`config.mk`:
```
export PLATFORM = sky130hd
export DESIGN_NAME = os_pe
export DESIGN_NICKNAME = d
export VERILOG_FILES = /design/src/rtl/ospe_pkg.sv /design/src/rtl/ospe_mac.sv /design/src/rtl/os_pe.sv
export SDC_FILE = /design/constraint.sdc
export NUM_CORES = 1
export LEC_CHECK = 0
export CAP_MARGIN = 40
export CORE_UTILIZATION = 35
export DETAILED_ROUTE_END_ITERATION = 7
export GPL_TIMING_DRIVEN = 0
export HOLD_SLACK_MARGIN = 0.03
export SETUP_SLACK_MARGIN = 0.5
export SYNTH_ARGS = -nofsm -noshare
export SYNTH_HDL_FRONTEND = slang
export SYNTH_SLANG_ARGS = --single-unit
```
`constraint.sdc`:
```
create_clock -name clk -period 16.1 [get_ports clk]
set_input_delay 3.22 -clock clk [delete_from_list [all_inputs] [get_ports clk]]
set_output_delay 3.22 -clock clk [all_outputs]
set_load 0.005 [all_outputs]
```
`src/rtl/ospe_pkg.sv`:
```
// Shared widths and array-level types for the output-stationary PE.
package ospe_pkg;

   localparam int unsigned DATA_W_DEF = 32;
   localparam int unsigned ACC_W_DEF  = 32;

   typedef logic [DATA_W_DEF-1:0] data_t;
   typedef logic [ACC_W_DEF-1:0]  acc_t;

endpackage

```
`src/rtl/ospe_mac.sv`:
```
// Combinational unsigned multiply-add feeding the PE accumulator.
// Build with OSPE_SAT_EN for a saturating add; the default build wraps.
module ospe_mac
   import ospe_pkg::*;
#(
   parameter int unsigned DATA_W = DATA_W_DEF,
   parameter int unsigned ACC_W  = ACC_W_DEF
) (
   input  logic [DATA_W-1:0] a,
   input  logic [DATA_W-1:0] b,
   input  logic [ACC_W-1:0]  acc,
   output logic [ACC_W-1:0]  accNext_c
);

   // Wide enough for the full product and for any accumulator width.
   localparam int unsigned PW = (2 * DATA_W > ACC_W) ? 2 * DATA_W : ACC_W;

`ifdef OSPE_SAT_EN
   logic [PW-1:0]    prodFull;
   logic [ACC_W-1:0] prodLo;
   logic             prodHiNz;
   logic [ACC_W:0]   sumExt;

   always_comb begin
      prodFull  = PW'(a) * PW'(b);
      prodLo    = prodFull[ACC_W-1:0];
      prodHiNz  = |(prodFull >> ACC_W);
      sumExt    = {1'b0, acc} + {1'b0, prodLo};
      accNext_c = sumExt[ACC_W-1:0];
      // Any carry out or discarded product bit pins the sum at full scale.
      if (sumExt[ACC_W] || prodHiNz) begin
         accNext_c = '1;
      end
   end
`else
   logic [ACC_W-1:0] prodLo;

   always_comb begin
      prodLo    = ACC_W'(PW'(a) * PW'(b));
      accNext_c = acc + prodLo;
   end
`endif

endmodule

```
`src/rtl/os_pe.sv`:
```
// Output-stationary systolic PE: forwards operands east/south and keeps a local
// partial sum. Optional saturating accumulation via OSPE_SAT_EN.
module os_pe
   import ospe_pkg::*;
#(
   parameter int unsigned DATA_W = DATA_W_DEF,
   parameter int unsigned ACC_W  = ACC_W_DEF
) (
   input  logic              clk,
   input  logic              rstnPipe,
   input  logic              rstnPsum,
   input  logic [DATA_W-1:0] ipA,
   input  logic [DATA_W-1:0] ipB,
   output logic [DATA_W-1:0] opA,
   output logic [DATA_W-1:0] opB,
   output logic [ACC_W-1:0]  opC
);

   logic [ACC_W-1:0] accNext;

   // Product uses the live inputs, not the forwarded copies.
   ospe_mac #(
      .DATA_W (DATA_W),
      .ACC_W  (ACC_W)
   ) uMac (
      .a         (ipA),
      .b         (ipB),
      .acc       (opC),
      .accNext_c (accNext)
   );

   // Forwarding pipeline; reset names are legacy, both resets are active high.
   always_ff @(posedge clk) begin
      if (rstnPipe) begin
         opA <= '0;
         opB <= '0;
      end else begin
         opA <= ipA;
         opB <= ipB;
      end
   end

   always_ff @(posedge clk) begin
      if (rstnPsum) begin
         opC <= '0;
      end else begin
         opC <= accNext;
      end
   end

endmodule

```
==> flow_summary.ini, run 1 <==
[clock_tree]
htree_levels = 3
cts_setup_buffers = 0
cts_resized = 0
root_buffer = clkbuf_16
clk_pin_slew_ns = 0.08
clockBufferDepth = 2
clock_sinks = 96
holdBufCountCts = 0
cts_tree = yes
clock_latency_ns = 0.41
cts_made_buffers = 9

[global_routing]
grt_start_max_net_pins = 18
grt_antenna_before_repair = 4
overflow = 0
grt_pass1_wl_um = 97590
grt_pass1_vias = 15810
grtUsageTotal_pct = 23.70

[synth]
synth_fp_nets = 2692
synth.yosys.warnings = 0
synth-edff-count = 0
synthesis.area_um2 = 19370
synth_cell_types = 41
seq_area_frac_synth_pct = 9.921
ys_ff_latch = 96
synthCells = 2063
synth_flop_cell = dfxtp_1
async_reset_ff_share_pct = 0
syn_area_per_cell_um2 = 9.390

[setup_path]
crit_required_ns = 16.39
critPathSlowestCell = clkbuf_1
crit_path_start_kind = input pin
worst-path-max-fanout = 10
slowest_delay_ns = 0.57
path_common_cell = fa_1
critPathKind = input pin to flip-flop
crit_path_end_kind = flip-flop
crit_arrival_ns = 11.82
critical-path-top-delay-family = adder cells
critPathBufInv = 9

[place]
place_inst = 2930
port_buffers = 156
hpwl_um = 54470
place.gp.congestion = 0.9359

[floorplan]
num_rows = 85
die_h_um = 237.3
io_pins = 163
die_w_um = 237.3
dieArea_um2 = 56290
start_util_pct = 35.71
coreArea_um2 = 54240

[sta]
tns_ns = 0
clock.fmax_ghz = 0.08676
worstMarginPinSlew_ns = 0.9343
drv_slew = 0
setup-violations-final = 0
fin_crit_sh_pct = 71.59
maxSlewHeadroom_pct = 37.72
final_hold_viol_count = 0
rsz0062_at_grt = false
min_period_ns = 11.53
fin_skew_ns = 0.008902

[layout]
drive_gt1_share_pct = 1.733
final_cells = 2947
layout_commonest_cell = inv_1
nNetsFinal = 2874
syn_to_final_growth_pct = 15.06
final_cell_mix = inv_1 (485), fa_1 (438), and2_1 (365)

[outcome]
status = complete, no violations

[route]
vias = 14410
viasPerCell = 4.889
drtAntennaViolNets = 0
drt_iter0_markers = 845
first_pass_iters = 7
route.detailed.drc = 0
routedWlPerCell_um = 21.67
routed_wl_um = 63860

[hold_path]
hold_path_class = flip-flop to flip-flop

[flow_run]
drv_cap = 0
==> cell type report <==
type,instances,area (um2)
Antenna cell,1,2.502
Fill cell,5434,31950
Buffer,100,375.4
Clock buffer,10,239.0
Sequential cell,96,1922
Tap cell,696,870.8
Clock inverter,6,47.55
Timing Repair Buffer,171,1757
Multi-Input combinational cell,1382,15250
Inverter,485,1821
==> stage by stage <==
stage	util [%]	hold slack [ns]	instance area (um2)	setup WS (ns)
final	41.09	0.6385	22290	4.574
after global routing	41.09	0.7188	22290	4.282
after CTS	41.09	0.6353	22290	4.641
after detailed placement	40.56	0.6114	22000	4.233
after global placement	40.20	0.5869	21800	4.102
after floorplan	-	0.5833	19370	6.058
==> worst register-to-register path: stages, from the launching register on <==
cell and delay, ns:
dfxtp_1 0.36, fa_1 0.51, fa_1 0.53, fa_1 0.51, inv_1 0.06, fa_1 0.53, inv_1 0.05, fa_1 0.49
inv_1 0.05, fa_1 0.54, inv_1 0.05, fa_1 0.47, inv_1 0.06, fa_1 0.48, inv_1 0.06, ha_1 0.35
a21o_1 0.18, a21oi_1 0.26, a21bo_2 0.31, a311o_1 0.41, a21o_1 0.30, a311oi_2 0.28, mux2_1 0.36
==> cell families after synthesis <==
family          Yosys count  share of synthesized area, %
buf+inv                 585                         11.34
fa+ha+maj               562                         53.27
simple gates            656                         18.62
flops                    96                         9.921
mux                       2                        0.1163
xor+xnor                 82                         3.779
compound gates           80                         2.952
==> sequential cells by signal, indices dropped and copies added (netlist names) <==
signal / count
opA: 32
opB: 32
opC: 32
==> synth_stat cells (3+ instances only) <==
cell type / instances / share of area, %
xor2_1: 17 / 0.77
a311o_1: 3 / 0.16
o21bai_1: 5 / 0.19
and3_1: 5 / 0.16
ha_1: 124 / 8.0
a211oi_1: 3 / 0.12
nor2b_1: 73 / 2.4
a21oi_1: 21 / 0.54
and2_1: 365 / 12
o21ai_0: 9 / 0.23
xnor2_1: 64 / 2.9
a21o_1: 16 / 0.62
clkbuf_1: 100 / 1.9
nor2_1: 29 / 0.56
nand2b_1: 4 / 0.13
dfxtp_1: 96 / 9.9
fa_1: 438 / 45
a31oi_1: 3 / 0.097
inv_1: 485 / 9.4
nor3_1: 7 / 0.18
a41oi_1: 3 / 0.14
nand2_1: 167 / 3.2
==> path summary, 6_finish.rpt <==
path | startpoint | endpoint | slack [ns] | cells past startpoint
worst max-delay path | ipA[13] | opC[30]$_SDFF_PP0_ | 4.57 | 26
worst min-delay path | opC[0]$_SDFF_PP0_ | opC[0]$_SDFF_PP0_ | 0.64 | 2
worst max register to register | opC[18]$_SDFF_PP0_ | opC[30]$_SDFF_PP0_ | 8.75 | 22
worst min register to register | opC[0]$_SDFF_PP0_ | opC[0]$_SDFF_PP0_ | 0.64 | 2
==> metal layers <==
metal	global-route usage [%]	up-vias	part of all wire [%]
met5	0	-	0
met4	7.429	0	2.8
met2	38.39	614	46
met1	31.99	7437	43
met3	4.483	92	8.1
li1	-	6265	-
Power of run 1 is left out: the tool's default activity adds up to more than one toggle a clock period on the data nets, which glitch-free logic cannot reach.
==> inputs of run 2 (changes only) <==
==> constraint.sdc (replaced) <==
create_clock -name clk -period 10.1 [get_ports clk]
set_input_delay 2.02 -clock clk [delete_from_list [all_inputs] [get_ports clk]]
set_output_delay 2.02 -clock clk [all_outputs]
set_load 0.005 [all_outputs]
==> run 2 against run 1 <==
Register-to-register slack worse by 5.9 ns. Hold slack better by 0.0068 ns. Global-route usage did not move. Sequential share of layout area is 0.082 points lower. Wire length about the same. Via count is 0.92% lower. Critical endpoint unchanged.
==> flow_summary.ini, run 2 (synthesized netlist as in run 1, its figures left out) <==
[route]
drt_iter0_markers = 852
first_pass_iters = 5
viasPerCell = 4.839
routed_wl_um = 63920
routedWlPerCell_um = 21.67
vias = 14280
route.detailed.drc = 0
drtAntennaViolNets = 0

[sta]
tns_ns = 0
whs_ns = 0.6453
fin_crit_sh_pct = 93.93
min_period_ns = 9.487
worstMarginPinSlew_ns = 0.9549
fin_skew_ns = 0.008758
rsz0062_at_grt = false
drv_slew = 0
setup-violations-final = 0
clock.fmax_ghz = 0.1054
final_hold_viol_count = 0
maxSlewHeadroom_pct = 36.34

[layout]
syn_to_final_growth_pct = 16.15
nFillCells = 5424
multiInputGateArea_um2 = 15280
nNetsFinal = 2876
layout_commonest_cell = inv_1
regArea_um2 = 1922
reg_top3 = opA: 32 flops, opB: 32 flops, opC: 32 flops
drive_gt1_share_pct = 4.973
final_cell_mix = inv_1 (485), fa_1 (438), and2_1 (365)

[clock_tree]
root_buffer = clkbuf_16
htree_levels = 3
clock_latency_ns = 0.41
cts_made_buffers = 9
cts_tree = yes
clock_sinks = 96
holdBufCountCts = 0
clk_pin_slew_ns = 0.08
clockBufferDepth = 2

[setup_path]
critPathKind = input pin to flip-flop
worst-path-max-fanout = 7
crit_path_end_kind = flip-flop
crit_path_start_kind = input pin
crit_required_ns = 10.39
crit_arrival_ns = 9.78

[global_routing]
grt_start_max_net_pins = 18
grtUsageTotal_pct = 23.70
grt_pass1_wl_um = 97580
grt_pass1_vias = 15810
overflow = 0
grt_antenna_before_repair = 3

[floorplan]
dieArea_um2 = 56290
coreArea_um2 = 54240
io_pins = 163
die_h_um = 237.3
num_rows = 85
die_w_um = 237.3
start_util_pct = 35.71

[place]
hpwl_um = 54470
place.gp.congestion = 0.9359
port_buffers = 156

[flow_run]
drv_cap = 0

[hold_path]
hold_path_class = flip-flop to flip-flop

[outcome]
status = complete, no violations
-- run 2: changes by cell type in the layout (fill, tap and decap cells not counted), sizes merged --
cell	change
buf	+17
clkdlybuf4s50	-17
clkbuf	-11
dlymetal6s2s	+6
dlygate4sd2	+5
clkdlybuf4s15	+2
diode	+1
-- run 2: final cells by class --
type                       count  area share [%]
sequential                    96           8.541
clock buffer                  10           1.062
clock inverter                 6          0.2113
antenna                        2         0.02224
inverter                     485           8.091
buffer                       100           2.475
timing repair buffer         173           7.830
multi-input combinational   1382           67.90
tap                          696           3.870
-- run 2: final timing paths --
check / cells past startpoint / to / slack [ns] / startpoint
setup / recovery: 25 / opC[30]$_SDFF_PP0_ / 0.61 / ipA[0]
hold / removal: 2 / opC[0]$_SDFF_PP0_ / 0.65 / opC[0]$_SDFF_PP0_
setup reg to reg: 22 / opC[30]$_SDFF_PP0_ / 2.89 / opC[17]$_SDFF_PP0_
hold reg to reg: 2 / opC[0]$_SDFF_PP0_ / 0.65 / opC[0]$_SDFF_PP0_
-- run 2: what timing repair did --
| item | CTS | global route |
|---|---|---|
| setup endpoints to repair | 6 | 4 |
| buffers inserted | 0 | 2 |
| resized for setup | 84 | 78 |
| cloned | 0 | 0 |
| pin swaps | 0 | 2 |
-- run 2: critical path, cell delays in order --
cell and delay [ns]:
dlygate4sd2_1 0.68, clkbuf_1 0.48, buf_8 0.23, nand2_1 0.08
fa_1 0.49, inv_1 0.05, fa_1 0.38, fa_1 0.49
inv_1 0.06, fa_1 0.48, inv_1 0.04, ha_1 0.27
ha_1 0.20, fa_1 0.52, inv_1 0.05, fa_1 0.49
inv_1 0.05, ha_1 0.34, a211o_1 0.33, a211oi_1 0.41
o211ai_2 0.29, a311o_1 0.43, a21o_4 0.27, a311oi_2 0.26
mux2_1 0.36
-- run 2: layer usage --
| layer | vias to the layer above | global-route usage [%] | part of all wire [%] |
|---|---|---|---|
| met4 | 0 | 7.781 | 3.0 |
| met5 | - | 0 | 0 |
| li1 | 6271 | - | - |
| met1 | 7366 | 31.84 | 43 |
| met3 | 84 | 4.680 | 7.9 |
| met2 | 555 | 38.25 | 46 |
-- run 2: metrics by stage --
step                instance area [um2]  cells  worst slack [ns]  util, %
floorplan                         19370   2063             1.258        -
global placement                  21800   2915           -0.6976    40.20
detailed placement                22000   2930           -0.5675    40.56
CTS                               22400   2946            0.5003    41.30
global route                      22500   2948            0.4909    41.47
finish                            22500   2950            0.6133    41.48
Power of run 2 is left out for the same reason.
